## config.mk

```make
export PLATFORM = sky130hd
export DESIGN_NAME = sram_arbiter
export DESIGN_NICKNAME = d
export VERILOG_FILES = /design/src/rtl/sram_arbiter.sv
export SDC_FILE = /design/constraint.sdc
export NUM_CORES = 1
export LEC_CHECK = 0
export ABC_CLOCK_PERIOD_IN_PS = 1600
export BUFFER_PORTS_ARGS = -buffer_cell sky130_fd_sc_hd__buf_2
export CELL_PAD_IN_SITES_DETAIL_PLACEMENT = 1
export CELL_PAD_IN_SITES_GLOBAL_PLACEMENT = 2
export CORE_MARGIN = 10
export CORE_UTILIZATION = 25
export DETAILED_ROUTE_END_ITERATION = 10
export PLACE_DENSITY = 0.71
export SYNTH_ARGS = -nofsm -noshare
export SYNTH_HDL_FRONTEND = slang
export SYNTH_SLANG_ARGS = --single-unit
```

## constraint.sdc

```tcl
create_clock -name clk -period 1.6 [get_ports clk]
set_input_delay 0.32 -clock clk [delete_from_list [all_inputs] [get_ports clk]]
set_output_delay 0.32 -clock clk [all_outputs]
set_load 0.02 [all_outputs]
```

## src/rtl/sram_arbiter.sv

```systemverilog
// Two-port arbiter and sequencer in front of the 256Kx16 SRAM controller.
// Latches one request, holds the strobes until mem_ready or a watchdog abort, then acks once.
module sram_arbiter #(
    parameter int FIXED_PRIO   = 0,
    parameter int STARVE_LIMIT = 4,
    parameter int TIMEOUT      = 255
) (
    input  logic        clk,
    input  logic        reset_n,
    input  logic        req0,
    input  logic        req1,
    input  logic        we0,
    input  logic        we1,
    input  logic [17:0] addr0,
    input  logic [17:0] addr1,
    input  logic [15:0] wdata0,
    input  logic [15:0] wdata1,
    output logic        ack0,
    output logic        ack1,
    output logic        err0,
    output logic        err1,
    output logic [15:0] rdata0,
    output logic [15:0] rdata1,
    output logic [17:0] mem_address,
    output logic [15:0] mem_data_write,
    input  logic [15:0] mem_data_read,
    output logic        mem_read,
    output logic        mem_write,
    input  logic        mem_ready,
    output logic        busy,
    output logic        owner
);
    localparam logic [3:0] STARVE_MAX  = 4'(STARVE_LIMIT);
    localparam logic [7:0] TIMEOUT_CNT = 8'(TIMEOUT);

    typedef enum logic [1:0] {IDLE, BUSY, ACK} state_e;

    state_e      state_q;
    logic        we_q;
    logic [3:0]  starve_q;
    logic [7:0]  wdog_q;
    logic        owner_q;
    logic        busy_q;
    logic        mem_read_q;
    logic        mem_write_q;
    logic [17:0] mem_address_q;
    logic [15:0] mem_data_write_q;
    logic        ack0_q;
    logic        ack1_q;
    logic        err0_q;
    logic        err1_q;
    logic [15:0] rdata0_q;
    logic [15:0] rdata1_q;

    logic        win1;
    logic        win_we;
    logic        access_done;
    logic        rdata_upd;
    logic [15:0] rdata_cap;

    // NOTE: every always_comb output gets a default first so no latch can be inferred.
    always_comb begin
        win1 = req1;
        if (req0 && req1) begin
            if (FIXED_PRIO != 0) win1 = (starve_q == STARVE_MAX);
            else                 win1 = ~owner_q;
        end
        win_we      = win1 ? we1 : we0;
        // mem_ready on the timeout cycle still counts as a normal completion.
        access_done = mem_ready || (wdog_q == TIMEOUT_CNT);
        rdata_upd   = !we_q || !mem_ready;
        rdata_cap   = mem_ready ? mem_data_read : 16'hFFFF;
    end

    // NOTE: sequential state uses non-blocking assignments so every register samples pre-edge values.
    always_ff @(posedge clk or negedge reset_n) begin
        if (!reset_n) begin
            state_q          <= IDLE;
            we_q             <= 1'b0;
            starve_q         <= 4'd0;
            wdog_q           <= 8'd0;
            owner_q          <= 1'b1;
            busy_q           <= 1'b0;
            mem_read_q       <= 1'b0;
            mem_write_q      <= 1'b0;
            mem_address_q    <= 18'd0;
            mem_data_write_q <= 16'd0;
            ack0_q           <= 1'b0;
            ack1_q           <= 1'b0;
            err0_q           <= 1'b0;
            err1_q           <= 1'b0;
            rdata0_q         <= 16'd0;
            rdata1_q         <= 16'd0;
        end else begin
            ack0_q <= 1'b0;
            ack1_q <= 1'b0;
            err0_q <= 1'b0;
            err1_q <= 1'b0;
            case (state_q)
                IDLE: begin
                    if (req0 || req1) begin
                        state_q          <= BUSY;
                        busy_q           <= 1'b1;
                        owner_q          <= win1;
                        wdog_q           <= 8'd0;
                        we_q             <= win_we;
                        mem_read_q       <= ~win_we;
                        mem_write_q      <= win_we;
                        mem_address_q    <= win1 ? addr1 : addr0;
                        mem_data_write_q <= win1 ? wdata1 : wdata0;
                        if (win1 || !req1) starve_q <= 4'd0;
                        else               starve_q <= starve_q + 4'd1;
                    end
                end
                BUSY: begin
                    if (access_done) begin
                        state_q     <= ACK;
                        mem_read_q  <= 1'b0;
                        mem_write_q <= 1'b0;
                        if (owner_q) begin
                            ack1_q <= 1'b1;
                            err1_q <= ~mem_ready;
                            if (rdata_upd) rdata1_q <= rdata_cap;
                        end else begin
                            ack0_q <= 1'b1;
                            err0_q <= ~mem_ready;
                            if (rdata_upd) rdata0_q <= rdata_cap;
                        end
                    end else begin
                        wdog_q <= wdog_q + 8'd1;
                    end
                end
                ACK: begin
                    state_q <= IDLE;
                    busy_q  <= 1'b0;
                end
                default: state_q <= IDLE;
            endcase
        end
    end

    assign ack0           = ack0_q;
    assign ack1           = ack1_q;
    assign err0           = err0_q;
    assign err1           = err1_q;
    assign rdata0         = rdata0_q;
    assign rdata1         = rdata1_q;
    assign mem_address    = mem_address_q;
    assign mem_data_write = mem_data_write_q;
    assign mem_read       = mem_read_q;
    assign mem_write      = mem_write_q;
    assign busy           = busy_q;
    assign owner          = owner_q;
endmodule

```

======== After elaboration in Yosys (flattened, before gate mapping) ========
Index checks and enable logic that the tools add are counted.
Widths: inputs -> output; s select.
storage, ports and cells
  bits in registers ....................... 85
  input port bits ......................... 91
  output and inout bits ................... 74
  word-level logic and storage cells ...... 71
cells by class
  $add $sub $neg .......................... 1
  equality and inequality tests ........... 6
  muxes and demuxes ....................... 30
  bitwise gates (word level) .............. 3
  reductions and logical operators ........ 16
operators with widths
  cell                 count
  $mux 16              2
  $mux 1               18
  $mux 18              1
  $mux 8               2
  $pmux 8 s2           1
  $add 8x1->8 const B  1
  $eq 8x8->1 const B   1
  $reduce_and 4->1     2
  $ne 2x2->1 const B   3
  $pmux 1 s2           3
  $reduce_and 2->1     3
  $reduce_and 3->1     2
  $mux 2               2
  $pmux 2 s2           1
  $reduce_bool 2->1    2
  $logic_or 1x1->1     3
  $not 1->1            3
  $eq 2x1->1 const B   1
  $eq 2x2->1 const B   1
  $logic_not 1->1      2
  $logic_not 2->1      1
  $logic_and 1x1->1    1

======== Depth between registers and ports, before layout ========
  depth after elaboration ................. 6
  gate-level depth with buffers ........... 6
  gate-level depth less buffers ........... 6

======== Least setup slack after synthesis ========
No wires, ideal clock.
  kind .................................... reg2reg
  start ................................... register wdog_q[0]
  end ..................................... register rdata1_q[5] (netlist: rdata1[5])
  setup time .............................. 0.066 ns
  data arrival time ....................... 1.615 ns
  data required time ...................... 1.534 ns
  setup slack ............................. -0.081 ns
  stages on the path, launching flop included .. 7
  path buffers ............................ 1
  clock period less this slack ............ 1.681 ns
  cell sequence ........................... dfrtp_1 ha_1 nand4_2 or3_4 a21oi_4 buf_6 o32a_1
on the way
  longest elaborated chain between the ends .. 3
RTL lines
  item                        line  text
  start: declaration          41    logic [7:0] wdog_q;
  start signal: assignment    130   wdog_q <= wdog_q + 8'd1;
  $eq 8x8->1                  70    access_done = mem_ready || (wdog_q == TIMEOUT_CNT);
  $logic_or 1x1->1            70
  $reduce_and 4->1 (no line)  n/a
  end signal: assignment      123   if (rdata_upd) rdata1_q <= rdata_cap;
  end: declaration            53    logic [15:0] rdata1_q;
Every way passes these cells.
A chain may end at the register's enable or synchronous reset.

======== Final worst setup path ========
  start ................................... register wdog_q[1]
  end ..................................... register rdata0_q[1] (netlist: rdata0[1])
on the way
  longest elaborated chain between the ends .. 3
RTL lines
  item                        line  text
  $eq 8x8->1                  70
  $logic_or 1x1->1            70
  $reduce_and 4->1 (no line)  n/a
  end signal: assignment      127   if (rdata_upd) rdata0_q <= rdata_cap;
  end: declaration            52    logic [15:0] rdata0_q;
Every way passes these cells.

==> impl_metrics.env <==
export IMPL_status="completed"
export IMPL_power_leakage_nw=2.62
export IMPL_syn_nets=406
export IMPL_critPathKind="reg -> reg"
export IMPL_antenna_left=0
export IMPL_top_usage_layer="met2"
export IMPL_ys_flop_type="dfrtp_1"
export IMPL_place_gp_congestion=0.782
export IMPL_cap_violations=0
export IMPL_multi_input_area_sq_um=1450
export IMPL_grt_pass1_vias=3676
export IMPL_final_min_clock_period_ns=1.56
export IMPL_critPathLaunchType="register"
export IMPL_fin_skew_ns=0.00559
export IMPL_cts_setup_buffers=0
export IMPL_die_y_microns=141
export IMPL_die_width_microns=141
export IMPL_nets=602
export IMPL_async_reset_ff_share_pct=100
export IMPL_min_period_over_period_pct=97.5
export IMPL_routed_wl_mm=12.0
export IMPL_hp_class="in -> reg"
export IMPL_fin_ws_ns=0.0401
export IMPL_cp_startpoint="wdog_q[1]"
export IMPL_stdcell_area_sq_um=5410
export IMPL_cts_made_buffers=9
export IMPL_first_pass_iters=4
export IMPL_met3_usage_pct=6.95
export IMPL_drt_iter0_drc=90
export IMPL_drive_above_1_share_pct=50.9
export IMPL_drc=0
export IMPL_fmax_ghz=0.641
export IMPL_io_pins=165
export IMPL_viasPerCell=4.55
export IMPL_dp_cells=682
export IMPL_yosysUniqueCellTypes=39
export IMPL_grt_usage_pct=12.1
export IMPL_io_buffers=164
export IMPL_pre_cts_slack_ns=-0.0343
export IMPL_fin_total_pwr_mw=10.7
export IMPL_post_route_util_pct=37.5
export IMPL_cts_root_buf="clkbuf_16"
export IMPL_cts_path_max_buffers=2
export IMPL_reg2reg_from="wdog_q[1]"
export IMPL_antenna_found_initial=0
export IMPL_area_growth_pct=47.6
export IMPL_worstPathArrival_ns=1.84
export IMPL_crit_path_max_fanout=10
export IMPL_clkSinkCount=85
export IMPL_final_instance_count_excl_fill=699
export IMPL_via_count=3179
export IMPL_met2_usage_pct=18.5
export IMPL_avgSynthCellArea_sq_um=11.7
export IMPL_drv_slew=0
export IMPL_tightestPinTransition_ns=0.352
export IMPL_syn_area_sq_um=3660
export IMPL_dpl_hpwl_mm=9.62
export IMPL_start_util_pct=25.4
export IMPL_setup_viol=0
export IMPL_design_core_area_sq_um=14400
export IMPL_synth_edf_count=0
export IMPL_ys_seq_area_share_pct=58.1
export IMPL_ff_latch_area_sq_um=2130
export IMPL_clock_latency_ns=0.34
export IMPL_avgRoutedWirePerCell_microns=17.1
export IMPL_grt_ovfl_total=0
export IMPL_maxSlewHeadroom_pct=75.9
export IMPL_fillerInstances=1658
export IMPL_irDropWorstVdd_v=0.000657
export IMPL_cp_required_ns=1.88
export IMPL_ctsHtreeMaxLevel=3
export IMPL_ys_warn_count=0
export IMPL_ys_ff_latch=85
export IMPL_hold_violations=0
export IMPL_syn_inst=314
export IMPL_dieArea_sq_um=19900
export IMPL_grt_pass1_wl_mm=19.4
export IMPL_powerDensity_nw_per_um2=1980
export IMPL_worst_setup_path_end_kind="register"
export IMPL_cts_tree="done"
export IMPL_grt_setup_unrepaired="yes"
export IMPL_grt_max_degree=72
export IMPL_path_clk_slew_ns=0.06
export IMPL_hp_start="mem_data_read[12]"
export IMPL_grtUsageMet1_pct=14.1
export IMPL_placed_cell_area_sq_um=5040
export IMPL_num_rows=44
export IMPL_antenna_cells=0
## Yosys cell counts, drive strengths merged, types with 2 or more instances
master	count	area (sq um)
clkbuf	13	48.8
mux2i	35	350
a21oi	3	37.5
o32a	32	352
o21ai	42	210
o22a	2	17.5
nor3	4	20.0
nand2	46	175
nand2b	2	12.5
nor2	7	26.3
nand3	6	30.0
inv	7	26.3
or3	3	23.8
dfrtp	84	2100
buf	9	57.6
## critical path, cell delays in order, from the launching register on
cell	delay, ns
dfrtp_1	0.39
ha_4	0.16
nand4_4	0.08
or3_4	0.38
a21oi_4	0.19
buf_12	0.15
o32a_1	0.14
## final cells by class
cell class / count / share of cell area (%)
well taps: 184 / 4.26
multi-input cells: 200 / 26.9
inverters: 7 / 0.486
flip-flops and latches: 85 / 39.4
clock buffers: 9 / 4.17
clock inverters: 7 / 1.81
repair buffers: 207 / 23.0
## report_power, final
group / total, mW / internal [mW] / leakage, nW / switching [mW]
clock network: 2.27 / 1.38 / 0.152 / 0.892
logic: 4.75 / 1.88 / 1.45 / 2.87
registers: 3.69 / 3.11 / 1.02 / 0.578
## layout by cell type (no fill, tap or decap), types with 2 or more instances in the layout
cell type	count
o32a_2	25
nand2_1	45
buf_4	34
inv_6	2
o22a_1	2
o32a_1	7
bufinv_16	2
or3_4	3
nor2_1	7
mux2i_1	35
nand3_1	5
nor3_1	4
clkinvlp_4	2
inv_1	7
dfrtp_1	83
buf_6	2
buf_2	163
buf_12	7
a21oi_4	2
o21ai_0	41
nand2b_1	2
clkbuf_16	9
## final timing paths
path                            cells after the start  slack [ns]                 end
worst max-delay path                                6        0.04           rdata0[1]
worst min-delay path                                2        0.24          rdata1[12]
worst max register to register                      6        0.04           rdata0[1]
worst min register to register                      2        0.47     mem_address[11]
max in group asynchronous                           3        0.73               owner
min in group asynchronous                           2        0.36  mem_data_write[10]
## state kept, by name, summed over array words and instances, names as in the netlist
register	cells
err0	1
state_q	2
mem_write	1
mem_read	1
rdata0	16
ack1	1
err1	1
rdata1	16
ack0	1
mem_data_write	16
we_q	1
mem_address	18
owner	1
wdog_q	8
busy	1
## per-layer routing
layer  vias up  part of all wire (%)
met5         -                     0
met4         0                  0.81
met3         6                    12
met2       135                    44
met1      1500                    43
li1       1538                     -
## logic make-up after synthesis
family	share of synthesized area (%)
AO/OA/AOI/OAI	19.2
flip-flops	58.1
AND/OR/NAND/NOR	9.13
multiplexers	9.57
buffers and inverters	3.62
adder cells (fa/ha/maj)	0.342
## what timing repair did
action / in CTS / in global routing
pin swaps: 2 / 2
setup endpoints to repair: 35 / 44
hold buffers: 1 / 0
hold endpoints to repair: 8 / 0
resized for setup: 2 / 8
## metrics by stage
stage          setup TNS (ns)  hold slack (ns)
3_3_place_gp        -0.000153            0.171
5_1_grt                -0.707            0.231
4_1_cts              -0.00269            0.231
6_report                    0            0.243
3_5_place_dp           -0.180            0.168
2_1_floorplan          -0.408           0.0244
Note: power is estimated with default switching activity, not from simulation.
